===== src/rtl/ultra_sonic_pkg.sv =====
// rtl/ultra_sonic_pkg.sv - shared state type and timing constants for the ultrasonic ranging blocks
package ultra_sonic_pkg;

    // Responder state machine states
    typedef enum logic [2:0] {
        IDLE    = 3'd0,
        TRIG    = 3'd1,
        BURST   = 3'd2,
        ECHO    = 3'd3,
        HOLDOFF = 3'd4
    } us_state_t;

    // Default timing at a 50 MHz system clock
    localparam int DEF_TRIG_MIN_CYCLES = 500;      // 10 us qualified trigger
    localparam int DEF_BURST_CYCLES    = 10000;    // 200 us burst before echo
    localparam int DEF_HOLDOFF_CYCLES  = 3000000;  // 60 ms between measurements
    localparam int DEF_MAX_ECHO_CYCLES = 1900000;  // 38 ms "no object" echo

    // Echo round-trip cycles per centimetre of distance, shared with the controller
    localparam int CYCLES_PER_CM = 2900;

    // Clamp a timing constant to what a counter of the build width can reach
    function automatic int sat_limit(input int value, input int limit);
        return (value > limit) ? limit : value;
    endfunction

endpackage


===== src/rtl/ultra_sonic_sync_edge.sv =====
// rtl/ultra_sonic_sync_edge.sv - two-flop synchronizer with rise/fall edge pulses
module ultra_sonic_sync_edge (
    input  logic clk,
    input  logic rst_n,
    input  logic din,
    output logic level,
    output logic rise,
    output logic fall
);

    logic meta;
    logic sync;
    logic sync_d;

    // Two flops resolve metastability, the third remembers the previous level for edge detect
    always_ff @(posedge clk or negedge rst_n) begin
        if (!rst_n) begin
            meta   <= 1'b0;
            sync   <= 1'b0;
            sync_d <= 1'b0;
        end else begin
            meta   <= din;
            sync   <= meta;
            sync_d <= sync;
        end
    end

    assign level = sync;
    assign rise  = sync & ~sync_d;
    assign fall  = ~sync & sync_d;

endmodule


===== src/rtl/ultra_sonic_echo_gen.sv =====
// rtl/ultra_sonic_echo_gen.sv - HC-SR04-style echo responder for ranging loopback and bring-up
module ultra_sonic_echo_gen
    import ultra_sonic_pkg::*;
#(
    parameter int COUNT_WIDTH     = 23,
    parameter int DELAY_WIDTH     = 16,
    parameter int TRIG_MIN_CYCLES = DEF_TRIG_MIN_CYCLES,
    parameter int BURST_CYCLES    = DEF_BURST_CYCLES,
    parameter int HOLDOFF_CYCLES  = DEF_HOLDOFF_CYCLES,
    parameter int MAX_ECHO_CYCLES = DEF_MAX_ECHO_CYCLES
) (
    input  logic                   clk,
    input  logic                   reset_all,
    input  logic                   trigger_in,
    input  logic [COUNT_WIDTH-1:0] echo_width_in,
    input  logic                   echo_width_load,
    output logic                   echo_out,
    output logic                   busy_out,
    output logic                   echo_done_out,
    output logic                   short_trig_out
);

    // Delay counters are DELAY_WIDTH bits; longer requested delays saturate at the counter range
    localparam int DELAY_MAX = (1 << DELAY_WIDTH) - 1;

    localparam logic [DELAY_WIDTH-1:0] TRIG_MIN =
        DELAY_WIDTH'(sat_limit(TRIG_MIN_CYCLES, DELAY_MAX));
    localparam logic [DELAY_WIDTH-1:0] BURST_LAST =
        DELAY_WIDTH'(sat_limit(BURST_CYCLES, DELAY_MAX) - 1);
    localparam logic [DELAY_WIDTH-1:0] HOLDOFF_LAST =
        DELAY_WIDTH'(sat_limit(HOLDOFF_CYCLES, DELAY_MAX) - 1);
    localparam logic [COUNT_WIDTH-1:0] MAX_ECHO = COUNT_WIDTH'(MAX_ECHO_CYCLES);

    us_state_t              state;
    logic [DELAY_WIDTH-1:0] trig_cnt;
    logic [DELAY_WIDTH-1:0] burst_cnt;
    logic [DELAY_WIDTH-1:0] holdoff_cnt;
    logic [COUNT_WIDTH-1:0] echo_cnt;
    logic [COUNT_WIDTH-1:0] width_reg;

    logic trig_s;
    logic trig_rise;
    logic trig_fall;

    ultra_sonic_sync_edge u_trig_sync (
        .clk   (clk),
        .rst_n (reset_all),
        .din   (trigger_in),
        .level (trig_s),
        .rise  (trig_rise),
        .fall  (trig_fall)
    );

    // Host-programmed echo width, clamped to the "no object" limit; usable in any state
    always_ff @(posedge clk or negedge reset_all) begin
        if (!reset_all) begin
            width_reg <= '0;
        end else if (echo_width_load) begin
            width_reg <= (echo_width_in > MAX_ECHO) ? MAX_ECHO : echo_width_in;
        end
    end

    // Trigger qualification, burst delay, echo pulse and holdoff sequencing
    always_ff @(posedge clk or negedge reset_all) begin
        if (!reset_all) begin
            state          <= IDLE;
            trig_cnt       <= '0;
            burst_cnt      <= '0;
            holdoff_cnt    <= '0;
            echo_cnt       <= '0;
            echo_out       <= 1'b0;
            busy_out       <= 1'b0;
            echo_done_out  <= 1'b0;
            short_trig_out <= 1'b0;
        end else begin
            echo_done_out  <= 1'b0;
            short_trig_out <= 1'b0;

            case (state)
                IDLE: begin
                    // Only a fresh rise starts a measurement; a level left high from before is ignored
                    if (trig_rise) begin
                        state    <= TRIG;
                        trig_cnt <= '0;
                        busy_out <= 1'b1;
                    end
                end

                TRIG: begin
                    if (trig_fall) begin
                        if (trig_cnt >= TRIG_MIN) begin
                            state     <= BURST;
                            burst_cnt <= '0;
                        end else begin
                            state          <= IDLE;
                            busy_out       <= 1'b0;
                            short_trig_out <= 1'b1;
                        end
                    end else if (trig_s && (trig_cnt != '1)) begin
                        trig_cnt <= trig_cnt + 1'b1;
                    end
                end

                BURST: begin
                    if (burst_cnt == BURST_LAST) begin
                        // Snapshot the width here so later loads only affect the next measurement
                        if (width_reg == '0) begin
                            state         <= HOLDOFF;
                            holdoff_cnt   <= '0;
                            echo_done_out <= 1'b1;
                        end else begin
                            state    <= ECHO;
                            echo_cnt <= width_reg;
                            echo_out <= 1'b1;
                        end
                    end else begin
                        burst_cnt <= burst_cnt + 1'b1;
                    end
                end

                ECHO: begin
                    // echo_cnt holds the cycles of echo still owed including the current one
                    if (echo_cnt < COUNT_WIDTH'(2)) begin
                        state         <= HOLDOFF;
                        holdoff_cnt   <= '0;
                        echo_out      <= 1'b0;
                        echo_done_out <= 1'b1;
                    end else begin
                        echo_cnt <= echo_cnt - 1'b1;
                    end
                end

                HOLDOFF: begin
                    if (holdoff_cnt == HOLDOFF_LAST) begin
                        state    <= IDLE;
                        busy_out <= 1'b0;
                    end else begin
                        holdoff_cnt <= holdoff_cnt + 1'b1;
                    end
                end

                default: begin
                    state    <= IDLE;
                    echo_out <= 1'b0;
                    busy_out <= 1'b0;
                end
            endcase
        end
    end

endmodule

===== config.mk =====
export PLATFORM = sky130hd
export DESIGN_NAME = ultra_sonic_echo_gen
export DESIGN_NICKNAME = d
export VERILOG_FILES = /design/src/rtl/ultra_sonic_pkg.sv /design/src/rtl/ultra_sonic_sync_edge.sv /design/src/rtl/ultra_sonic_echo_gen.sv
export SDC_FILE = /design/constraint.sdc
export NUM_CORES = 1
export LEC_CHECK = 0
export ABC_AREA = 1
export CORE_AREA = 5 5 150 152
export DETAILED_ROUTE_END_ITERATION = 6
export DIE_AREA = 0 0 155 157
export PLACE_DENSITY = 0.45
export REMOVE_ABC_BUFFERS = 1
export SKIP_CTS_REPAIR_TIMING = 1
export SLEW_MARGIN = 25
export SYNTH_ARGS = -nofsm -noshare
export SYNTH_HDL_FRONTEND = slang
export SYNTH_SLANG_ARGS = --single-unit

===== constraint.sdc =====
create_clock -name clk -period 1.9 [get_ports clk]
set_input_delay 0.38 -clock clk [delete_from_list [all_inputs] [get_ports clk]]
set_output_delay 0.38 -clock clk [all_outputs]
set_load 0.05 [all_outputs]

==> qor.csv <==
stage,metric,value,unit
routing,initial detailed-routing violation count,335,
clock_tree,CTS sink count,104,
floorplanning,core area,20900,um^2
synth,post-synthesis cell type count,36,
synth,share of flip-flops with an asynchronous set or reset,1.00,
place,routability cong.,0.832,
place,Post-Place Worst Slack,-0.0400,ns
critical_path,startpoint types,register,
clock_tree,CTS H-tree lvls,3,
routing,Antenna Violating Nets Remaining,0,
routing,DR vias,6233,
synth,dominant cell type by area after synthesis,dfrtp_1,
global_route,largest net degree at the start of global routing,31,
clock_tree,"Reg clk slew, reported paths",0.07,ns
critical_path,critical path's top delay family,buffers and inverters,
synth,Post-synth EDFFs,0,
sta,worst setup margin,0.0583,ns
routing,DR WL met2,8210,um
flow_run,Max Cap Viol,0,
routing,final wirelength,18300,um
synth,Mean Syn Cell Area,6.77,um^2
clock_tree,CTS root buffer,clkbuf_16,
power_and_ir_drop,peak supply drop,0.000512,V
power_and_ir_drop,overall power,5.39,mW
critical_path,CP max stage delay,0.79,ns
sta,Tcrit/Tclk final,0.969,
floorplanning,Initial Utilization,0.317,
final_layout,post-route design area,8230,um^2
synth,Synth area leaders,"dfrtp_1, nand2_1, nor2_1",
clock_tree,CTS max path bufs,2,
sta,Slew headroom,0.665,
sta,actual slew at the worst max-slew pin,0.502,ns
clock_tree,CTS buffer count,9,
sta,max-slew violations,0,
sta,Layout Skew,0.0110,ns
routing,DRC violations left,0,
floorplanning,die extent in x,155,um
sta,Sum Neg Setup Slack,0,ns
critical_path,"Slowest-stage cell, CP",clkdlybuf4s50_1,
clock_tree,clk_lat worst skew,0.36,ns
power_and_ir_drop,PD cells,654,nW/um^2
critical_path,worst path buffer plus inverter count,1,
place,DP HPWL,13600,um
sta,Fin. Hold Viols,0,
sta,endpoints failing setup,0,
routing,Top Layer Used,met4,
critical_path,critical-path cell list,clkdlybuf4s50_1,
clock_tree,CTS tree,done,
global_route,global-route wire length before repair,30600,um
place,Cells after DPL,1328,
worst_hold_path,worst hold path class,register to register,
final_layout,Syn-to-layout area delta,24.3,%
synth,"count leader, synth",nand2_1,
floorplanning,die area,24300,um^2
final_layout,Post-Layout Cell Count,1359,
place,port bufs,30,
critical_path,CP Max Fanout,1,
synth,Post-synth top cells,"nand2_1, nor2_1, dfrtp_1, inv_1, nand3_1",
synth,area share of the leading cell type in the synthesized netlist,0.393,
place,Placement Cell Area,7730,um^2
synth,synth warn,0,
synth,Syn Std Cell Area,6630,um^2
global_route,vias in the first global route,6047,
routing,met3 routed WL,498,um
routing,wl on met1,9460,um
status,status,"finished, final reports clean",
synth,"Top FF cell, synth",dfrtp_1,
global_route,initial antenna violation count,0,
floorplanning,die height,157,um
sta,FMAX,543,MHz
power_and_ir_drop,P_leak,4.03,nW
floorplanning,row count,53,
sta,final hold slack,0.351,ns
final_layout,share of cells above drive strength 1,0.139,
critical_path,CP Data Required Time,1.52,ns
critical_path,Setup crit end kind,output port,
synth,Syn Inst Count,978,
sta,clock period minus worst slack,1.84,ns
critical_path,"Worst Path Class, Setup",register to output port,
synth,"FF+latch count, synth",104,
routing,wire length per cell,13.5,um
final_layout,fin util,0.394,
routing,Pre-antenna DRT Iters,5,
critical_path,CP arrival,1.46,ns
global_route,GRT Total Usage,0.154,
final_layout,Layout Nets,1112,
final_layout,fillers,2256,
routing,vias per cell,4.59,
floorplanning,Boundary Pins,31,
global_route,gr ovfl total,0,
final_layout,ANT cells,0,
synth,"Seq/Total Area, Yosys",0.393,
-- final cells by class --
type / count / area, um^2 / area share
multi-input combinational: 751 / 3580 / 0.435
clock inverter: 6 / 75.1 / 0.00912
tap: 275 / 344 / 0.0418
clock buffer: 10 / 229 / 0.0278
inverter: 100 / 379 / 0.0460
sequential: 104 / 2600 / 0.316
timing repair buffer: 113 / 1020 / 0.124
-- worst reg2reg max path, delay by kind of cell, from the launching register on --
kind | cells | cell delay (ns)
adders and majority gates | 1 | 0.19
buffers and inverters | 1 | 0.05
DFF | 1 | 0.37
and+or+nand+nor | 9 | 1.07
-- worst paths after layout --
check	depth (start not counted)	end	startpoint	slack (ns)
worst min register to register	0	u_trig_sync.level	u_trig_sync.meta	0.35
worst max-delay path	1	echo_done_out	echo_done_out	0.06
worst min-delay path	0	u_trig_sync.level	u_trig_sync.meta	0.35
worst max register to register	11	echo_cnt[5]	burst_cnt[1]	0.16
max in group asynchronous	3	burst_cnt[13]	reset_all	0.88
min in group asynchronous	2	width_reg[4]	reset_all	0.50
-- layer usage --
metal,GRT usage,vias up
met3,0.0239,9
met2,0.249,65
li1,-,3313
met5,0,-
met4,0.0328,0
met1,0.220,2846
-- power breakdown --
group / internal [mW] / switching (mW) / leakage (nW)
combinational: 0.403 / 0.654 / 2.50
sequential: 2.30 / 0.0640 / 1.38
clock: 1.05 / 0.923 / 0.146
total: 3.75 / 1.64 / 4.03
-- logic make-up after synthesis --
| family | share of synthesized area |
|---|---|
| AOI/OAI and AO/OA | 0.0723 |
| xor gates and xnor gates | 0.0383 |
| adders and majority gates | 0.0113 |
| buffers and inverters | 0.0769 |
| DFF | 0.393 |
| and+or+nand+nor | 0.408 |
-- cell usage in the layout (no fill, tap or decap), types with 6 or more instances in the layout --
cell type / synthesis / final
dfrtp_1: 104 / 104
nor2_4: 5 / 7
xor2_1: 22 / 22
nand3_1: 74 / 73
clkbuf_16: 0 / 9
buf_12: 0 / 8
nor2_2: 3 / 11
nand4_1: 31 / 31
inv_1: 94 / 93
inv_2: 6 / 6
a21oi_1: 21 / 21
nand2_1: 323 / 319
nor2_1: 149 / 140
nor3_1: 16 / 16
or2_2: 7 / 7
o21ai_0: 48 / 48
clkdlybuf4s50_1: 0 / 26
buf_4: 5 / 76
nand2_2: 6 / 9
xnor2_1: 7 / 7
Note: power is estimated with default switching activity, not from simulation.
